## config.mk

```make
export PLATFORM = sky130hd
export DESIGN_NAME = axi_rd_arb2
export DESIGN_NICKNAME = d
export VERILOG_FILES = /design/src/rtl/axi_arb_pkg.sv /design/src/rtl/axi_rr_arb2.sv /design/src/rtl/axi_rd_arb2.sv
export SDC_FILE = /design/constraint.sdc
export NUM_CORES = 1
export LEC_CHECK = 0
export BUFFER_PORTS_ARGS = -buffer_cell sky130_fd_sc_hd__clkbuf_2
export CAP_MARGIN = 10
export CELL_PAD_IN_SITES_DETAIL_PLACEMENT = 0
export CELL_PAD_IN_SITES_GLOBAL_PLACEMENT = 2
export CORE_MARGIN = 2
export CORE_UTILIZATION = 12
export DETAILED_ROUTE_END_ITERATION = 8
export PLACE_DENSITY_LB_ADDON = 0.15
export RECOVER_POWER = 100
export SYNTH_ARGS = -nofsm -noshare
export SYNTH_HDL_FRONTEND = slang
export SYNTH_SLANG_ARGS = --single-unit
```

## constraint.sdc

```tcl
create_clock -name ACLK -period 1.62 [get_ports ACLK]
set_input_delay 0.243 -clock ACLK [delete_from_list [all_inputs] [get_ports ACLK]]
set_output_delay 0.243 -clock ACLK [all_outputs]
set_load 0.005 [all_outputs]
```

## src/rtl/axi_arb_pkg.sv

```systemverilog
// Shared types and default AXI widths for the 2:1 read arbiter.
`ifndef D_ID_WIDTH
`define D_ID_WIDTH 4
`endif
`ifndef D_ADDR_WIDTH
`define D_ADDR_WIDTH 32
`endif
`ifndef D_DATA_WIDTH
`define D_DATA_WIDTH 32
`endif

package axi_arb_pkg;
  localparam int AXI_ID_W   = `D_ID_WIDTH;
  localparam int AXI_ADDR_W = `D_ADDR_WIDTH;
  localparam int AXI_DATA_W = `D_DATA_WIDTH;
  localparam int NUM_M      = 2;

  typedef enum logic [1:0] {
    IDLE = 2'd0,
    ADDR = 2'd1,
    DATA = 2'd2
  } arb_state_e;
endpackage

```

## src/rtl/axi_rr_arb2.sv

```systemverilog
// Two-input round-robin picker: on contention prio names the winner,
// otherwise the lone requester wins. Index 0 when nobody requests.
import axi_arb_pkg::*;

module axi_rr_arb2 (
  input  logic [1:0] req,
  input  logic       prio,
  output logic       gnt_idx
);
  assign gnt_idx = (&req) ? prio : (req[1] & ~req[0]);
endmodule

```

## src/rtl/axi_rd_arb2.sv

```systemverilog
// 2:1 AXI read arbiter. One burst in flight; grant held from AR
// handshake through the RLAST handshake, pointer flips on completion.
import axi_arb_pkg::*;

module axi_rd_arb2 #(
  parameter int ID_W   = AXI_ID_W,
  parameter int ADDR_W = AXI_ADDR_W,
  parameter int DATA_W = AXI_DATA_W
) (
  input  logic              ACLK,
  input  logic              ARESETn,
  // master 0
  input  logic [ID_W-1:0]   m0_ARID,
  input  logic [ADDR_W-1:0] m0_ARADDR,
  input  logic [7:0]        m0_ARLEN,
  input  logic [2:0]        m0_ARSIZE,
  input  logic [1:0]        m0_ARBURST,
  input  logic [2:0]        m0_ARPROT,
  input  logic              m0_ARVALID,
  output logic              m0_ARREADY,
  output logic [ID_W-1:0]   m0_RID,
  output logic [DATA_W-1:0] m0_RDATA,
  output logic [1:0]        m0_RRESP,
  output logic              m0_RLAST,
  output logic              m0_RVALID,
  input  logic              m0_RREADY,
  // master 1
  input  logic [ID_W-1:0]   m1_ARID,
  input  logic [ADDR_W-1:0] m1_ARADDR,
  input  logic [7:0]        m1_ARLEN,
  input  logic [2:0]        m1_ARSIZE,
  input  logic [1:0]        m1_ARBURST,
  input  logic [2:0]        m1_ARPROT,
  input  logic              m1_ARVALID,
  output logic              m1_ARREADY,
  output logic [ID_W-1:0]   m1_RID,
  output logic [DATA_W-1:0] m1_RDATA,
  output logic [1:0]        m1_RRESP,
  output logic              m1_RLAST,
  output logic              m1_RVALID,
  input  logic              m1_RREADY,
  // slave
  output logic [ID_W-1:0]   s_ARID,
  output logic [ADDR_W-1:0] s_ARADDR,
  output logic [7:0]        s_ARLEN,
  output logic [2:0]        s_ARSIZE,
  output logic [1:0]        s_ARBURST,
  output logic [2:0]        s_ARPROT,
  output logic              s_ARVALID,
  input  logic              s_ARREADY,
  input  logic [ID_W-1:0]   s_RID,
  input  logic [DATA_W-1:0] s_RDATA,
  input  logic [1:0]        s_RRESP,
  input  logic              s_RLAST,
  input  logic              s_RVALID,
  output logic              s_RREADY,
  // status
  output logic              grant,
  output logic              busy,
  output logic              len_err
);

  arb_state_e state;
  logic       prio;
  logic [7:0] beat_cnt;
  logic       gnt_idx;
  logic       ar_hs, r_hs;

  // per-master views packed by index
  logic [NUM_M-1:0][ID_W-1:0]   ar_id;
  logic [NUM_M-1:0][ADDR_W-1:0] ar_addr;
  logic [NUM_M-1:0][7:0]        ar_len;
  logic [NUM_M-1:0][2:0]        ar_size;
  logic [NUM_M-1:0][1:0]        ar_burst;
  logic [NUM_M-1:0][2:0]        ar_prot;
  logic [NUM_M-1:0]             ar_valid;
  logic [NUM_M-1:0]             r_ready;

  logic [NUM_M-1:0]             m_arready, m_rvalid, m_rlast;
  logic [NUM_M-1:0][ID_W-1:0]   m_rid;
  logic [NUM_M-1:0][DATA_W-1:0] m_rdata;
  logic [NUM_M-1:0][1:0]        m_rresp;

  assign ar_id    = {m1_ARID,    m0_ARID};
  assign ar_addr  = {m1_ARADDR,  m0_ARADDR};
  assign ar_len   = {m1_ARLEN,   m0_ARLEN};
  assign ar_size  = {m1_ARSIZE,  m0_ARSIZE};
  assign ar_burst = {m1_ARBURST, m0_ARBURST};
  assign ar_prot  = {m1_ARPROT,  m0_ARPROT};
  assign ar_valid = {m1_ARVALID, m0_ARVALID};
  assign r_ready  = {m1_RREADY,  m0_RREADY};

  axi_rr_arb2 u_rr (
    .req     (ar_valid),
    .prio    (prio),
    .gnt_idx (gnt_idx)
  );

  assign busy = (state != IDLE);

  // slave AR payload follows the owner while a grant is held, zero otherwise
  assign s_ARID    = busy ? ar_id[grant]    : '0;
  assign s_ARADDR  = busy ? ar_addr[grant]  : '0;
  assign s_ARLEN   = busy ? ar_len[grant]   : '0;
  assign s_ARSIZE  = busy ? ar_size[grant]  : '0;
  assign s_ARBURST = busy ? ar_burst[grant] : '0;
  assign s_ARPROT  = busy ? ar_prot[grant]  : '0;
  assign s_ARVALID = (state == ADDR) & ar_valid[grant];
  assign s_RREADY  = (state == DATA) & r_ready[grant];

  assign ar_hs = s_ARVALID & s_ARREADY;
  assign r_hs  = s_RVALID & s_RREADY;

  // per-master return path: only the owner sees the slave, others get zeros
  for (genvar i = 0; i < NUM_M; i++) begin : g_m
    logic own;
    assign own          = busy & (grant == 1'(i));
    assign m_arready[i] = own & (state == ADDR) & s_ARREADY;
    assign m_rvalid[i]  = own & (state == DATA) & s_RVALID;
    assign m_rlast[i]   = own & s_RLAST;
    assign m_rid[i]     = own ? s_RID   : '0;
    assign m_rdata[i]   = own ? s_RDATA : '0;
    assign m_rresp[i]   = own ? s_RRESP : '0;
  end

  assign m0_ARREADY = m_arready[0];
  assign m0_RVALID  = m_rvalid[0];
  assign m0_RLAST   = m_rlast[0];
  assign m0_RID     = m_rid[0];
  assign m0_RDATA   = m_rdata[0];
  assign m0_RRESP   = m_rresp[0];
  assign m1_ARREADY = m_arready[1];
  assign m1_RVALID  = m_rvalid[1];
  assign m1_RLAST   = m_rlast[1];
  assign m1_RID     = m_rid[1];
  assign m1_RDATA   = m_rdata[1];
  assign m1_RRESP   = m_rresp[1];

  // burst FSM: grant in IDLE, AR handshake in ADDR, beats until RLAST in DATA
  always_ff @(posedge ACLK or negedge ARESETn) begin
    if (!ARESETn) begin
      state    <= IDLE;
      prio     <= 1'b0;
      grant    <= 1'b0;
      beat_cnt <= '0;
      len_err  <= 1'b0;
    end else begin
      len_err <= 1'b0;
      case (state)
        IDLE: if (|ar_valid) begin
          grant <= gnt_idx;
          state <= ADDR;
        end
        ADDR: if (ar_hs) begin
          beat_cnt <= ar_len[grant];
          state    <= DATA;
        end
        DATA: if (r_hs) begin
          if (s_RLAST) begin
            // early RLAST still ends the burst; only flag it
            len_err <= (beat_cnt != '0);
            prio    <= ~grant;
            state   <= IDLE;
          end else begin
            // extra beats past ARLEN keep the counter pinned at zero
            len_err <= (beat_cnt == '0);
            if (beat_cnt != '0) beat_cnt <= beat_cnt - 8'd1;
          end
        end
        default: state <= IDLE;
      endcase
    end
  end

endmodule

```

Yosys cells after proc, flatten, opt, wreduce, memory -nomap -nowiden:

Index checks and enable logic that the tools add are counted.

* logic and storage cells: 87
* bits of input ports: 151
* register bits after elaboration: 13

* reduce and logical (&&, ||, !) cells: 11
* $lt $le $gt $ge: 1
* add/sub/neg operators: 1
* equal/unequal tests: 8
* bitwise gates (word level): 19
* mux-type cells: 42

Operators with widths (count)
* 2-to-1 mux 32 bit: 5
* 2-to-1 mux 8 bit: 7
* 2-to-1 mux 4 bit: 5
* 2-to-1 mux 2 bit: 9
* 2-to-1 mux 3 bit: 6
* bitwise AND 1 bit: 17
* case mux 8 bit (2 select lines): 1
* inequality test 2 bit (second input constant): 5
* zero test 8 bit: 1
* 2-to-1 mux 1 bit: 8
* nonzero test 8 bit: 1
* subtractor 8 x 1 -> 8 bit (second input constant): 1
* case mux 2 bit (3 select lines): 1
* AND reduction 5 bit: 1
* AND reduction 2 bit: 2
* AND reduction 4 bit: 1
* nonzero test 2 bit: 2
* AND reduction 3 bit: 1
* equality test 2 x 1 -> 1 bit (second input constant): 1
* equality test 2 bit (second input constant): 1
* zero test 2 bit: 1
* < comparator 1 x 2 -> 1 bit (second input constant): 1
* inequality test 2 x 1 -> 1 bit (second input constant): 1
* inverter 1 bit: 2
* OR reduction 2 bit: 1

Depth between registers and ports, before layout:

* word-level depth: 6
* depth in mapped cells: 6
* gate-level depth less buffers: 6

Hierarchy:

Synthesis repeated with hierarchy kept, for this count alone.

* cells, all modules: 315
* area total of the unflattened synthesis: 2259.7 um^2

Modules (own cells, without submodules)
* axi_rd_arb2: area each 2248.4 um^2, sequential area each 325.3 um^2, times used 1, cells each 313
* axi_rr_arb2: area each 11.3 um^2, sequential area each 0.0 um^2, times used 1, cells each 2

Least setup slack after synthesis:

Ideal clock, no wire load.

* path type: reg-to-reg
* start point: register grant
* end point: register prio
* setup time: 127 ps
* data required time: 1493 ps
* arrival: 1417 ps
* path buffers: 1
* slack: 76 ps
* stages on the path, launching flop included: 6
* cells stage by stage: dfrtp_1 -> buf_6 -> mux2_4 -> and3_1 -> nand2_1 -> mux2_1

* cells in the longest elaborated chain, start to end: 5

RTL lines
* from (decl): line axi_rd_arb2.sv:58 `output logic grant,`
* from (signal assigned): line axi_rd_arb2.sv:151 `grant <= gnt_idx;`
* 2-to-1 mux 1 bit (implied by the code) (2 in series): line axi_rd_arb2.sv:109 `assign s_RREADY = (state == DATA) & r_ready[grant];`
* bitwise AND 1 bit: line axi_rd_arb2.sv:109
* bitwise AND 1 bit: line axi_rd_arb2.sv:112 `assign r_hs = s_RVALID & s_RREADY;`
* AND reduction 3 bit (no source line)
* to (signal assigned): line axi_rd_arb2.sv:162 `prio <= ~grant;`
* to (decl): line axi_rd_arb2.sv:64 `logic prio;`

Several ways; a longest one is shown, not always the timed one. The select of a mux whose other input is x is not followed.
A chain may end at the register's enable or synchronous reset.

Worst setup path after layout:

* start point: register grant
* end point: output port s_ARADDR[24]

* cells in the longest elaborated chain, start to end: 3

RTL lines
* 2-to-1 mux 32 bit (implied by the code) (2 in series): line axi_rd_arb2.sv:103 `assign s_ARADDR = busy ? ar_addr[grant] : '0;`
* 2-to-1 mux 32 bit: line axi_rd_arb2.sv:103
* to (decl): line axi_rd_arb2.sv:44 `output logic [ADDR_W-1:0] s_ARADDR,`

No other way between the ends. The select of a mux whose other input is x is not followed.

==> results list <==
- Result of the run: finished with violations
- The final reports fail on negative setup slack.
- Across the whole layout, storage elements account for roughly 330 µm².
- For the final routed database, the setup TNS stands at -8.374 ns.
* Max Slew Vio Count: 0
* Switching Power: approximately 3.7 mW
* Clock-pin slew reported for the worst setup and hold paths after clock tree synthesis: about 0.050 ns
* First-pass detailed-route iteration total: 4
* Fin crit share: 106.4%
- The tightest min-delay check is of the input port to register type.
- Ports: 290
* Static leakage: 2.844 nW
- Share of Yosys cell area claimed by the top area cell type: a little under a quarter
- Setup violations remaining at the end of the flow were counted as approximately 130.
* Area delta synth->final: 108.8%
- Combinational cells account for 85.8% of the total power.
* Utilization after layout: 25.38%
- The worst register-to-register path ends at beat_cnt[6].
* Startpoint of the most critical register-to-register path: grant
* Number of buffers created by CTS: 3
* Most Used Layer, Global Route: met2
- Worst Path Max Fanout: 14
- The critical path starts at grant.
* Multiplexer share of the synthesized area: approximately 25%
- Derived from the worst setup path, the maximum achievable clock frequency is approximately 580 MHz.
* Yosys warns: 0
- After detailed routing, the number of vias per cell comes to between 4 and 5.
- Die height: ~140 µm
- Count of port buffers added during placement: around 290
* Die Outline Area: roughly 0.02 mm²
* Critical Path Sink: s_ARADDR[24]
* Worst setup slack before clock tree synthesis: -0.03526 ns
- In this run the number of cells on the critical path is 5.
* Critical path, cell by cell: buf_12 > buf_12 > mux2i_1 > nor2_1 > buf_2
* Row Count: 50
- Worst reg2reg setup slack: -0.03 ns
* Total overflow reported by the global router: 0
- Buffering stage count on the worst path with inverters included: 3
- Number of remaining DRC errors: 0
- The kind of cell with the highest combined delay along the critical path is flip-flops.
- Wire length of the first global-routing pass: approximately 20 mm
- Complex-gate fraction of the synthesized area: approximately a tenth
- Summing the areas of all and, or, nand and nor instances in the mapped netlist gives between 40 and 50% of the synthesized area.
- Horizontal die dimension: between 100 and 150 µm
- Flip-flop cell with the highest count after synthesis: dfrtp_1
- By area, the combinational part of the netlist is dominated by simple AND/OR/NAND/NOR gates.
- Mean instance size in the synthesized netlist: around 7.3 µm²
- Number of enable flip-flop cells after synthesis: 0
* Critical path's slowest cell: dfrtp_4
- CTS Root Buffer Type: clkbuf_16
* Hold Vio Cnt, Final: 0
* Number of nets in the finished design: ~800
* Req. time, crit path: between 1 and 1.5 ns
* Worst skew pair latency: about 0.24 ns
- The number of antenna violations at the first check in global routing is 1.
* Worst voltage drop across the vdd grid: approximately 0.00057 V
- Once the floorplan was initialized, standard cells occupied between 10% and 20% of the core.
- Area of the mapped netlist: ~0.0023 mm²
- The internal power of the cells totals around 4.4 mW.
- Least-Margin Pin Slew: 0.8403 ns
- Of the synthesized area, sequential elements account for 14.36%.
- Most frequent cells after synthesis: and3_1 (79), nor2_1 (61), mux2i_1 (53)
- For the worst setup path, the data arrival time is ~1.5 ns.
- Synthesis inferred 13 register bits.
- In this run the deepest clock path goes through 2 buffers.
- Placer congestion estimate: between 0.8 and 0.9
- Global routing used about 13% of the available tracks.
* Sequential power share: 8.3%
* Cell taking the most area after synthesis: mux2i_1
* Category of the most critical setup path: register to output port
* Count of clock tree sinks: 13
* Share of post-route cells with drive strength above 1: 59.42%
- Library cells used by synthesis: slightly below 50
- Largest net degree at the start of global routing: 62
- Share of power burned in the clock network: 5.9%
- The worst setup path is captured at an output port.
- Initial DRC Count: roughly 130
- Dividing total power by cell area gives a power density of 1705 mW/mm².
* Delay contributed by the slowest stage of the critical path: 0.52 ns
- Number of levels the H-tree was split into: 1
* Detailed Route WL: 14.30 mm
- Counting every net in the synthesized netlist gives around 470.
* Dpl hpwl: between 10 and 15 mm
- Clock skew on the completed layout was measured at between 0.002 and 0.0025 ns.
* Fillers: ~2100
* Share of synthesized registers carrying an async set or reset: 100.0%
- Post-route worst setup slack: -0.1040 ns
- Met3 capacity usage during global routing: roughly 2.2%
- The worst path in the final design needs a cycle of between 1.5 and 2 ns, including I/O delays and setup.
- Global routing consumed, on the met2 layer, between 20% and 30% of the routing resources.
* Footprint of the multi-input gates: 0.001857 mm²
- The number of global-route vias before repair is 3345.
- Relative slew slack: between 40% and 50%
* RSZ-0062 raised after global routing: true
- Net switching is a little under half of the power.
- STA classifies the critical path startpoint as a register.
- TritonCTS built the clock tree.
- Dominant cell by count in the synthesized netlist: and3_1
* Detailed-route wire length per cell: ~17 µm
- For met1 alone, demand over resource in global routing was a little over an eighth.
* Fraction of synthesized cell area in xor and xnor cells: less than 1%
- Main area contributors after synthesis: mux2i_1 (23%), and3_1 (22%), dfrtp_1 (14%)
* Routed via count: about 3600
- In this run the remaining antenna-violating nets after routing total 0.
- After technology mapping, the gate count stands at 312.
- R2R cell count: 5
* Post-Synth Adder-Cell Area: 1.104%
* Core footprint: between 0.015 and 0.02 mm²
- Worst path most repeated cell: buf_12
- Maximum capacitance violations: 0
==> per-stage QoR <==
stage | instances | hold slack [ns] | power, mW | instance area (µm²)
floorplan | 312 | -0.05259 | 3.613 | 2266
detailed placement | 837 | 0.1807 | 6.427 | 4199
CTS | 849 | 0.2152 | 7.534 | 4481
finish | 861 | 0.2182 | 8.067 | 4732
global placement | 837 | 0.1873 | 6.498 | 4199
global route | 861 | 0.2346 | 8.729 | 4732
==> registers in the layout (all words and copies together), names as in the netlist <==
register and cells:
state 2, grant 1, len_err 1, beat_cnt 8
prio 1
==> cell type report <==
type | count | area share (%)
inverters | 6 | 0.5817
multi-input cells | 261 | 39.24
well taps | 234 | 6.187
clock buffers | 4 | 1.666
diodes | 1 | 0.05288
repair buffers | 342 | 45.29
flip-flops and latches | 13 | 6.980
==> worst register-to-register path, stage by stage, from the launching register on <==
cell and delay, ns:
dfrtp_4 0.52, mux2i_1 0.31, or2_0 0.35, buf_4 0.20, nand3_1 0.11, o211ai_2 0.08
==> worst min path at each step <==
stage	depth (start not counted)	from	to	slack [ns]
final	2	m0_ARVALID	grant	0.22
after global routing	2	m0_ARVALID	grant	0.23
after CTS	2	m0_ARVALID	grant	0.22
after detailed placement	1	ARESETn	beat_cnt[4]	0.18
after global placement	1	ARESETn	beat_cnt[6]	0.19
after floorplan	0	ARESETn	beat_cnt[0]	-0.05
==> placed cells by master (no fill, tap or decap), types with 2 or more instances in the layout <==
cell type / n
mux2i_1: 51
nand3_1: 9
buf_2: 12
mux2i_2: 2
nor2_2: 2
buf_16: 4
o22ai_1: 2
nor2_4: 2
buf_12: 9
inv_1: 5
o211ai_2: 2
o22a_1: 2
mux2_4: 2
buf_4: 30
dfrtp_1: 11
a22oi_1: 2
nor3_1: 3
a21oi_1: 7
and3_4: 5
nor2_1: 58
buf_6: 3
clkbuf_16: 8
o32a_1: 2
clkbuf_2: 275
clkbuf_1: 3
a21oi_4: 2
ha_1: 2
and3_1: 76
nand2_1: 4
a31oi_1: 2
==> per-layer routing <==
layer  vias to the layer above  wire length [µm]  share of wire, %
met1                      1659              5550                39
li1                       1752                 -                 -
met4                         0               139              0.97
met3                        10               956               6.7
met5                         -                 0                 0
met2                       151              7658                54
==> logic make-up after synthesis <==
| group | after synthesis |
|---|---|
| flip-flops | 13 |
| AND/OR/NAND/NOR | 173 |
| XOR/XNOR | 1 |
| buffers and inverters | 38 |
| multiplexers | 55 |
| adder cells (fa/ha/maj) | 2 |
| AO/OA/AOI/OAI | 30 |
==> repair_timing <==
item / 4_1_cts / 5_1_grt
hold buffers: 1 / 0
gates resized for setup: 22 / 31
pin swaps: 3 / 3
cloned: 3 / 6
setup endpoints to repair: 135 / 143
setup buffers: 4 / 5
endpoints found under the hold margin: 13 / 0
==> power by group through the flow <==
stage | Sequential, mW | Combinational [mW] | Clock, mW
after floorplan | 0.622 | 2.99 | 0
after global placement | 0.656 | 5.84 | 0
after detailed placement | 0.649 | 5.78 | 0
after CTS | 0.653 | 6.39 | 0.495
after global routing | 0.690 | 7.53 | 0.513
final | 0.666 | 6.92 | 0.479
Note: power is estimated with default switching activity, not from simulation.
